<file path="src/rtl/carrega_matrizes_if.sv">
// -----------------------------------------------------------------------------
// carrega_matrizes_if
// Read-only byte bus between the matrix loader and the coprocessor data memory.
//   mem_addr : byte address presented by the loader
//   mem_rd   : read strobe, one read per cycle while high
//   mem_dado : read data, returned exactly one cycle after the matching mem_rd
// Handshake: there is no ready/stall; every cycle with mem_rd=1 is a read whose
// data the memory must place on mem_dado in the following cycle.
// Modports: master = loader side, slave = memory side.
// -----------------------------------------------------------------------------
interface carrega_matrizes_if #(
  parameter int ADDR_W = 8
);
  logic [ADDR_W-1:0] mem_addr;
  logic              mem_rd;
  logic [7:0]        mem_dado;

  modport master (
    output mem_addr,
    output mem_rd,
    input  mem_dado
  );

  modport slave (
    input  mem_addr,
    input  mem_rd,
    output mem_dado
  );
endinterface

</file>
<file path="src/rtl/carrega_matrizes.sv">
// -----------------------------------------------------------------------------
// carrega_matrizes
// Loads two 5x5 signed 8-bit matrices (A then B) byte by byte from data memory
// and presents them to the ULA as 200-bit buses, element k at [8k+7:8k].
// Reads land in shadow registers; matrizA/matrizB only change on commit, so the
// ULA never sees a half-loaded operand pair.
// Ports:
//   clk, reset        : clock, synchronous active-high reset
//   start             : load request, honoured only while idle
//   end_a, end_b      : base addresses of A and B, latched with start
//   memBus (master)   : memory read bus (mem_addr, mem_rd, mem_dado)
//   matrizA, matrizB  : committed matrices
//   ocupado           : load in progress
//   pronto            : one-cycle pulse, new matrices committed
//   estadoDbg         : current FSM state (IDLE=0, LEITURA=1, DRENA=2)
// -----------------------------------------------------------------------------
module carrega_matrizes #(
  parameter int ADDR_W = 8
) (
  input  logic                clk,
  input  logic                reset,
  input  logic                start,
  input  logic [ADDR_W-1:0]   end_a,
  input  logic [ADDR_W-1:0]   end_b,
  carrega_matrizes_if.master  memBus,
  output logic [199:0]        matrizA,
  output logic [199:0]        matrizB,
  output logic                ocupado,
  output logic                pronto,
  output logic [1:0]          estadoDbg
);

  localparam logic [1:0] IDLE    = 2'd0;
  localparam logic [1:0] LEITURA = 2'd1;
  localparam logic [1:0] DRENA   = 2'd2;

  localparam logic [5:0] ULTIMO = 6'd49;  // last read index (B element 24)

  logic [1:0]        estado;
  logic [5:0]        cnt;       // index of the read currently on the bus
  logic [5:0]        cntQ;      // index of the read whose data is on mem_dado
  logic              rdQ;       // mem_dado carries valid data this cycle
  logic [ADDR_W-1:0] baseA;
  logic [ADDR_W-1:0] baseB;
  logic [199:0]      shadowA;
  logic [199:0]      shadowB;
  logic [199:0]      shadowANext;
  logic [199:0]      shadowBNext;
  logic [4:0]        slot;

  // Read index 0..24 addresses A, 25..49 addresses B; additions wrap modulo
  // 2^ADDR_W by truncation.
  function automatic logic [ADDR_W-1:0] enderecoDe(
    input logic [5:0]        idx,
    input logic [ADDR_W-1:0] bA,
    input logic [ADDR_W-1:0] bB
  );
    if (idx < 6'd25) enderecoDe = bA + ADDR_W'(idx);
    else             enderecoDe = bB + ADDR_W'(idx - 6'd25);
  endfunction

  // Shadow contents including this cycle's returning byte. The commit in DRENA
  // uses these so the final byte (index 49) is part of the committed pair.
  always_comb begin
    shadowANext = shadowA;
    shadowBNext = shadowB;
    slot        = '0;
    if (rdQ) begin
      if (cntQ < 6'd25) begin
        slot = cntQ[4:0];
        shadowANext[{slot, 3'b000} +: 8] = memBus.mem_dado;
      end else begin
        slot = 5'(cntQ - 6'd25);
        shadowBNext[{slot, 3'b000} +: 8] = memBus.mem_dado;
      end
    end
  end

  always_ff @(posedge clk) begin
    if (reset) begin
      estado          <= IDLE;
      cnt             <= '0;
      cntQ            <= '0;
      rdQ             <= 1'b0;
      baseA           <= '0;
      baseB           <= '0;
      shadowA         <= '0;
      shadowB         <= '0;
      matrizA         <= '0;
      matrizB         <= '0;
      memBus.mem_addr <= '0;
      memBus.mem_rd   <= 1'b0;
      pronto          <= 1'b0;
    end else begin
      rdQ     <= memBus.mem_rd;
      cntQ    <= cnt;
      shadowA <= shadowANext;
      shadowB <= shadowBNext;
      pronto  <= 1'b0;
      case (estado)
        IDLE: begin
          if (start) begin
            baseA           <= end_a;
            baseB           <= end_b;
            cnt             <= '0;
            memBus.mem_addr <= end_a;
            memBus.mem_rd   <= 1'b1;
            estado          <= LEITURA;
          end
        end
        LEITURA: begin
          if (cnt == ULTIMO) begin
            memBus.mem_rd <= 1'b0;  // address holds its last value
            estado        <= DRENA;
          end else begin
            cnt             <= cnt + 6'd1;
            memBus.mem_addr <= enderecoDe(cnt + 6'd1, baseA, baseB);
            memBus.mem_rd   <= 1'b1;
          end
        end
        DRENA: begin
          matrizA <= shadowANext;
          matrizB <= shadowBNext;
          pronto  <= 1'b1;
          estado  <= IDLE;
        end
        default: begin
          memBus.mem_rd <= 1'b0;
          estado        <= IDLE;
        end
      endcase
    end
  end

  assign ocupado   = (estado != IDLE);
  assign estadoDbg = estado;

endmodule

</file>
<file path="src/flat_wrapper.sv">
// flat-port wrapper written by rule: the top's interface ports become plain ports
module carrega_matrizes_flat 
#(
  parameter int ADDR_W = 8
)
  (clk, reset, start, end_a, end_b, matrizA, matrizB, ocupado, pronto, estadoDbg, memBus_mem_addr, memBus_mem_rd, memBus_mem_dado);
  carrega_matrizes_if #(.ADDR_W(ADDR_W)) memBus_i ();
  input  logic clk;
  input  logic reset;
  input  logic start;
  input  logic [ADDR_W-1:0] end_a;
  input  logic [ADDR_W-1:0] end_b;
  output logic [199:0] matrizA;
  output logic [199:0] matrizB;
  output logic ocupado;
  output logic pronto;
  output logic [1:0] estadoDbg;
  output wire logic [$bits(memBus_i.mem_addr)-1:0] memBus_mem_addr;
  output wire logic [$bits(memBus_i.mem_rd)-1:0] memBus_mem_rd;
  input wire logic [$bits(memBus_i.mem_dado)-1:0] memBus_mem_dado;
  assign memBus_mem_addr = memBus_i.mem_addr;
  assign memBus_mem_rd = memBus_i.mem_rd;
  assign memBus_i.mem_dado = memBus_mem_dado;
  carrega_matrizes #(.ADDR_W(ADDR_W)) u_core (.clk(clk), .reset(reset), .start(start), .end_a(end_a), .end_b(end_b), .memBus(memBus_i), .matrizA(matrizA), .matrizB(matrizB), .ocupado(ocupado), .pronto(pronto), .estadoDbg(estadoDbg));
endmodule
</file>
<file path="config.mk">
export PLATFORM = sky130hd
export DESIGN_NAME = carrega_matrizes_flat
export DESIGN_NICKNAME = d
export VERILOG_FILES = /design/src/rtl/carrega_matrizes_if.sv /design/src/rtl/carrega_matrizes.sv /design/src/flat_wrapper.sv
export SDC_FILE = /design/constraint.sdc
export NUM_CORES = 2
export LEC_CHECK = 0
export ABC_AREA = 0
export CAP_MARGIN = 40
export CELL_PAD_IN_SITES_DETAIL_PLACEMENT = 2
export CELL_PAD_IN_SITES_GLOBAL_PLACEMENT = 2
export CORE_MARGIN = 3
export CORE_UTILIZATION = 36
export DETAILED_ROUTE_END_ITERATION = 16
export GPL_ROUTABILITY_DRIVEN = 0
export PLACE_DENSITY_LB_ADDON = 0.1
export RECOVER_POWER = 100
export SLEW_MARGIN = 20
export SYNTH_ARGS = -nofsm -noshare
export SYNTH_HDL_FRONTEND = slang
export SYNTH_SLANG_ARGS = --single-unit
</file>
<file path="constraint.sdc">
create_clock -name clk -period 5.2 [get_ports clk]
set_input_delay 0.78 -clock clk [delete_from_list [all_inputs] [get_ports clk]]
set_output_delay 0.78 -clock clk [all_outputs]
set_load 0.01 [all_outputs]
</file>
After elaboration in Yosys (flattened, before gate mapping). Cells that the tools add are included.

Output and inout port bits: 413. Register bits: 841.

Bitwise operators: 1. $lt $le $gt $ge: 2. Reductions and logical operators: 7. Add/subtract/negate cells: 7. Equal/unequal tests: 6. Mux-type cells: 20. Shifts and indexed selects: 4.

Operators with widths (number): 200-bit 2-to-1 mux (4); 200-bit bitwise mux (2); 8-bit by 10-bit variable shift with 200-bit output (first input constant) (2); 8-bit by 10-bit variable part select with 200-bit output (2); 8-bit 2-to-1 mux (3); 8-bit negator with 10-bit output (2); 8-bit one-hot mux with 2 select lines (1); 6-bit by 5-bit less-than comparator with 1-bit output (second input constant) (2); 6-bit 2-to-1 mux (2); 6-bit one-hot mux with 2 select lines (1); 8-bit by 6-bit adder with 8-bit output (1); 8-bit adder (1); 6-bit by 5-bit subtractor with 7-bit output (second input constant) (1); 6-bit by 1-bit adder with 6-bit output (second input constant) (1); 6-bit == test (second input constant) (1); 2-bit AND reduction (3); 5-bit subtractor (second input constant) (1); 2-bit 2-to-1 mux (2); 2-bit != test (second input constant) (2); 2-bit one-hot mux with 2 select lines (1); 2-bit nonzero test (2); 1-bit 2-to-1 mux (3); 1-bit one-hot mux with 3 select lines (1); 3-bit AND reduction (1); other kinds (5) (5).

Longest topological paths before layout.
Depth after elaboration: 6. Mapped depth: 14. Mapped depth without buffers: 13.

Worst setup path before layout. OpenSTA, ideal clock, no wires.

Path kind: register to register. Start point: register u_core.cntQ[0]. End point: register u_core.matrizB[147]. Path slack: 2.077 ns. Arrival time: 3.037 ns. Cell stages (with the launch flop): 14. Path buffers: 4. Data required time: 5.114 ns. Path through: dfxtp_1 buf_2 inv_1 ha_1 buf_2 buf_2 o211a_1 o21ai_0 a22o_1 nand2_1 or4_1 buf_2 mux2i_1 a211oi_1.

Longest elaborated chain between the ends: 6. Elaborated cells on any way between the ends: 8. Those cells by class: add/sub: 2; order compare: 1; shift: 2; mux: 3.

RTL lines: start: declaration (line carrega_matrizes.sv:41) `logic [5:0] cntQ;`; start signal: assignment (line carrega_matrizes.sv:96) `cntQ <= cnt;`; 5-bit subtractor (line carrega_matrizes.sv:73) `slot = 5'(cntQ - 6'd25);`; 8-bit negator with 10-bit output (line carrega_matrizes.sv:74) `shadowBNext[{slot, 3'b000} +: 8] = memBus.mem_dado;`; 8-bit by 10-bit variable part select with 200-bit output or 8-bit by 10-bit variable shift with 200-bit output (tied branches) (line carrega_matrizes.sv:74); 200-bit bitwise mux (line carrega_matrizes.sv:74); 200-bit 2-to-1 mux * (line carrega_matrizes.sv:69) `if (cntQ < 6'd25) begin`; 200-bit 2-to-1 mux * (line carrega_matrizes.sv:68) `if (rdQ) begin`; end signal: assignment (line carrega_matrizes.sv:123) `matrizB <= shadowBNext;`; end: declaration (line carrega_matrizes.sv:27) `output logic [199:0] matrizB,`.

Every way passes the cells marked *; elsewhere a longest branch is shown, timed or not. A chain may end at the register's enable or synchronous reset.

Worst setup path after layout.
Start point: register u_core.cntQ[0]. End point: register u_core.matrizA[35].

Longest elaborated chain between the ends: 5. Elaborated cells on any way between the ends: 7. Those cells by class: add/sub: 1; order compare: 1; shift: 2; mux: 3.

RTL lines: 8-bit negator with 10-bit output (line carrega_matrizes.sv:71) `shadowANext[{slot, 3'b000} +: 8] = memBus.mem_dado;`; 8-bit by 10-bit variable part select with 200-bit output or 8-bit by 10-bit variable shift with 200-bit output (tied branches) (line carrega_matrizes.sv:71); 200-bit bitwise mux (line carrega_matrizes.sv:71); 200-bit 2-to-1 mux * (line carrega_matrizes.sv:69); 200-bit 2-to-1 mux * (line carrega_matrizes.sv:68); end signal: assignment (line carrega_matrizes.sv:122) `matrizA <= shadowANext;`; end: declaration (line carrega_matrizes.sv:26) `output logic [199:0] matrizA,`.

Marked as above.

==> impl_metrics.tcl <==
set metrics [dict create \
    fin_nets 3698 \
    rsz0062_at_grt "false" \
    rows 106 \
    final-setup-viol-count 0 \
    outcome "finished, violations left" \
    drv_cap 3 \
    drt_iter0_markers 1535 \
    die_h_um 299 \
    portBuffers 439 \
    final_area_sq_mm 0.0393 \
    tritoncts "built" \
    clkSlewWorstSetupHoldPaths_ps 60 \
    maxSlewHeadroom_pct -131 \
    fill_cells 8885 \
    synth_area_sq_mm 0.0310 \
    cts_root_buffer "clkbuf_16" \
    synth_edf_count 0 \
    htreeDepth 3 \
    tns_ps 0 \
    hold_buffers 0 \
    die_x_um 299 \
    hold_viol_final 0 \
    start_kind "register" \
    violations "capacitance limit, slew limit" \
    antenna_found_initial 6 \
    drive_above_1_share_pct 5.83 \
    grt_pass1_vias 28300 \
    worst_slew_pin_slew_ps 3460 \
    cts_setup_buffers 0 \
    ys_async_sr_fraction_pct 0 \
    die-area_sq_mm 0.0896 \
    worstHoldPathType "reg -> reg" \
    routedWlPerCell_um 24.9 \
    reg2reg_slack_ps 570 \
    finalCritPeriodShare_pct 89.1 \
    cp-end-kind "register" \
    crit_fanout 26 \
    coreArea_sq_mm 0.0845 \
    dpl.hpwl_um 83000 \
    ys_seq_area_share_pct 54.3 \
    p_leak_nw 16.0 \
    mostFrequentLayoutCell "nor2_1" \
    firstDrtPassIters 5 \
    route.antenna.remaining_nets 0 \
    grt_start_max_net_pins 240 \
    track_usage_pct 26.1 \
    syn_area_per_cell_sq_um 9.32 \
    synth_seq_cells 841 \
    cts_max_path_buffers 3 \
    fmax_ghz 0.216 \
    synth.distinct_cells 70 \
    ir_drop_v 0.000257 \
    min_from "u_core.memBus.mem_addr[1]$_SDFFE_PP0P_" \
    vias 26000 \
    drc 0 \
    postPlaceCellArea_sq_mm 0.0363 \
    pwr_density_cell_mw_per_mm2 348 \
    layout_common_cells "nor2_1, dfxtp_1, dlygate4sd3_1" \
    viasPerCell 5.35 \
    cts-buffers-inserted 93 \
    cts_resized 0 \
    slew_viol_final 257 \
    path_class "reg -> reg" \
    synthFlopType "dfxtp_1" \
    ioPinCount 440 \
    overflow 0 \
    r2r-start "u_core.cntQ[0]$_SDFF_PP0_" \
    grt_pass1_wl_um 180000 \
    skew_ps 15.0 \
    critPathRequiredTime_ps 5670 \
    period_minus_slack_ps 4630 \
    ys_warn_count 0 \
    wl_um 121000 \
    area_growth_pct 26.9 \
    cts.sinks 841 \
    syn_inst 3327 \
    synth_nets 3377 \
    initial_core_util_pct 36.7 \
    clk-insertion-delay-late_ps 660 \
    cp.arrival_ps 5100 \
    critPathLaunch "u_core.cntQ[0]$_SDFF_PP0_" \
]
## worst max-delay path: stages, from the launching register on
cell	delay [ps]
dfxtp_1	740
inv_1	230
ha_1	490
nand2_1	240
nor2_1	70
a21oi_2	140
clkbuf_1	1110
or3_1	770
nor3_1	110
a21oi_1	370
a211oi_1	160
## per-stage QoR
step	hold slack, ps	cells	setup slack (ps)	utilization, %	total power, mW
floorplan	437	3327	2080	-	6.88
global placement	441	4674	906	42.8	7.08
detailed placement	450	4681	552	42.9	7.10
CTS	463	4847	550	46.6	13.8
global route	496	4853	302	46.5	14.1
finish	450	4856	569	46.5	13.7
## metal layers
| metal | up-vias | global-route usage, % | part of all wire (%) |
|---|---|---|---|
| met2 | 565 | 46.9 | 50 |
| met1 | 13100 | 31.6 | 42 |
| met4 | 0 | 8.15 | 3.1 |
| met5 | - | 0 | 0 |
| li1 | 12100 | - | - |
| met3 | 180 | 4.72 | 4.7 |
## synthesized netlist by cell type, types with 17 or more instances
library cell | number | area, sq um
a21oi_1 | 105 | 526
and2_1 | 17 | 106
a211oi_1 | 404 | 3030
nand3_1 | 22 | 110
ha_1 | 21 | 263
o21ai_0 | 28 | 140
nor2_1 | 933 | 3500
nor2b_1 | 38 | 238
nand2_1 | 100 | 375
a31oi_1 | 21 | 131
dfxtp_1 | 841 | 16800
inv_1 | 18 | 67.6
xnor2_1 | 18 | 158
nor3_1 | 57 | 285
clkbuf_1 | 237 | 890
mux2i_1 | 308 | 3080
buf_2 | 25 | 125
## worst paths after layout
kind,endpoint,depth (start not counted)
max,u_core.matrizA[35]$_SDFFE_PP0P_,10
min,u_core.memBus.mem_addr[1]$_SDFFE_PP0P_,2
max reg2reg,u_core.matrizA[35]$_SDFFE_PP0P_,10
min reg2reg,u_core.memBus.mem_addr[1]$_SDFFE_PP0P_,2
## flip-flops by register name, summed over array words and instances, names as in the netlist
name / cells
u_core.matrizA: 200
u_core.matrizB: 200
u_core.shadowA: 200
u_core.shadowB: 200
u_core.baseA: 8
u_core.baseB: 8
u_core.memBus.mem_addr: 8
u_core.cntQ: 6
u_core.cnt: 6
u_core.estadoDbg: 2
u_core.memBus.mem_rd: 1
u_core.pronto: 1
u_core.rdQ: 1
## power by group
group	internal, mW	switching, mW	total, mW
registers	6.46	0.0187	6.48
clock network	3.95	2.77	6.72
logic	0.112	0.354	0.465
## cell type report
cell class / instances / area, sq um / area share (%)
diodes: 3 / 7.51 / 0.0191
clock buffers: 131 / 2680 / 6.82
clock inverters: 35 / 430 / 1.09
inverters: 18 / 67.6 / 0.172
multi-input cells: 2197 / 13000 / 33.0
flip-flops and latches: 841 / 16800 / 42.8
well taps: 1134 / 1420 / 3.61
repair buffers: 497 / 4890 / 12.4
## cell families after synthesis
family / after synthesis / synth area share (%)
buffers and inverters: 289 / 3.64
AND/OR/NAND/NOR: 1230 / 16.5
XOR/XNOR: 27 / 0.920
AO/OA/AOI/OAI: 606 / 13.6
adder cells (fa/ha/maj): 25 / 1.04
multiplexers: 309 / 9.98
flip-flops: 841 / 54.3
No activity file was read; power rests on OpenSTA's default activity.
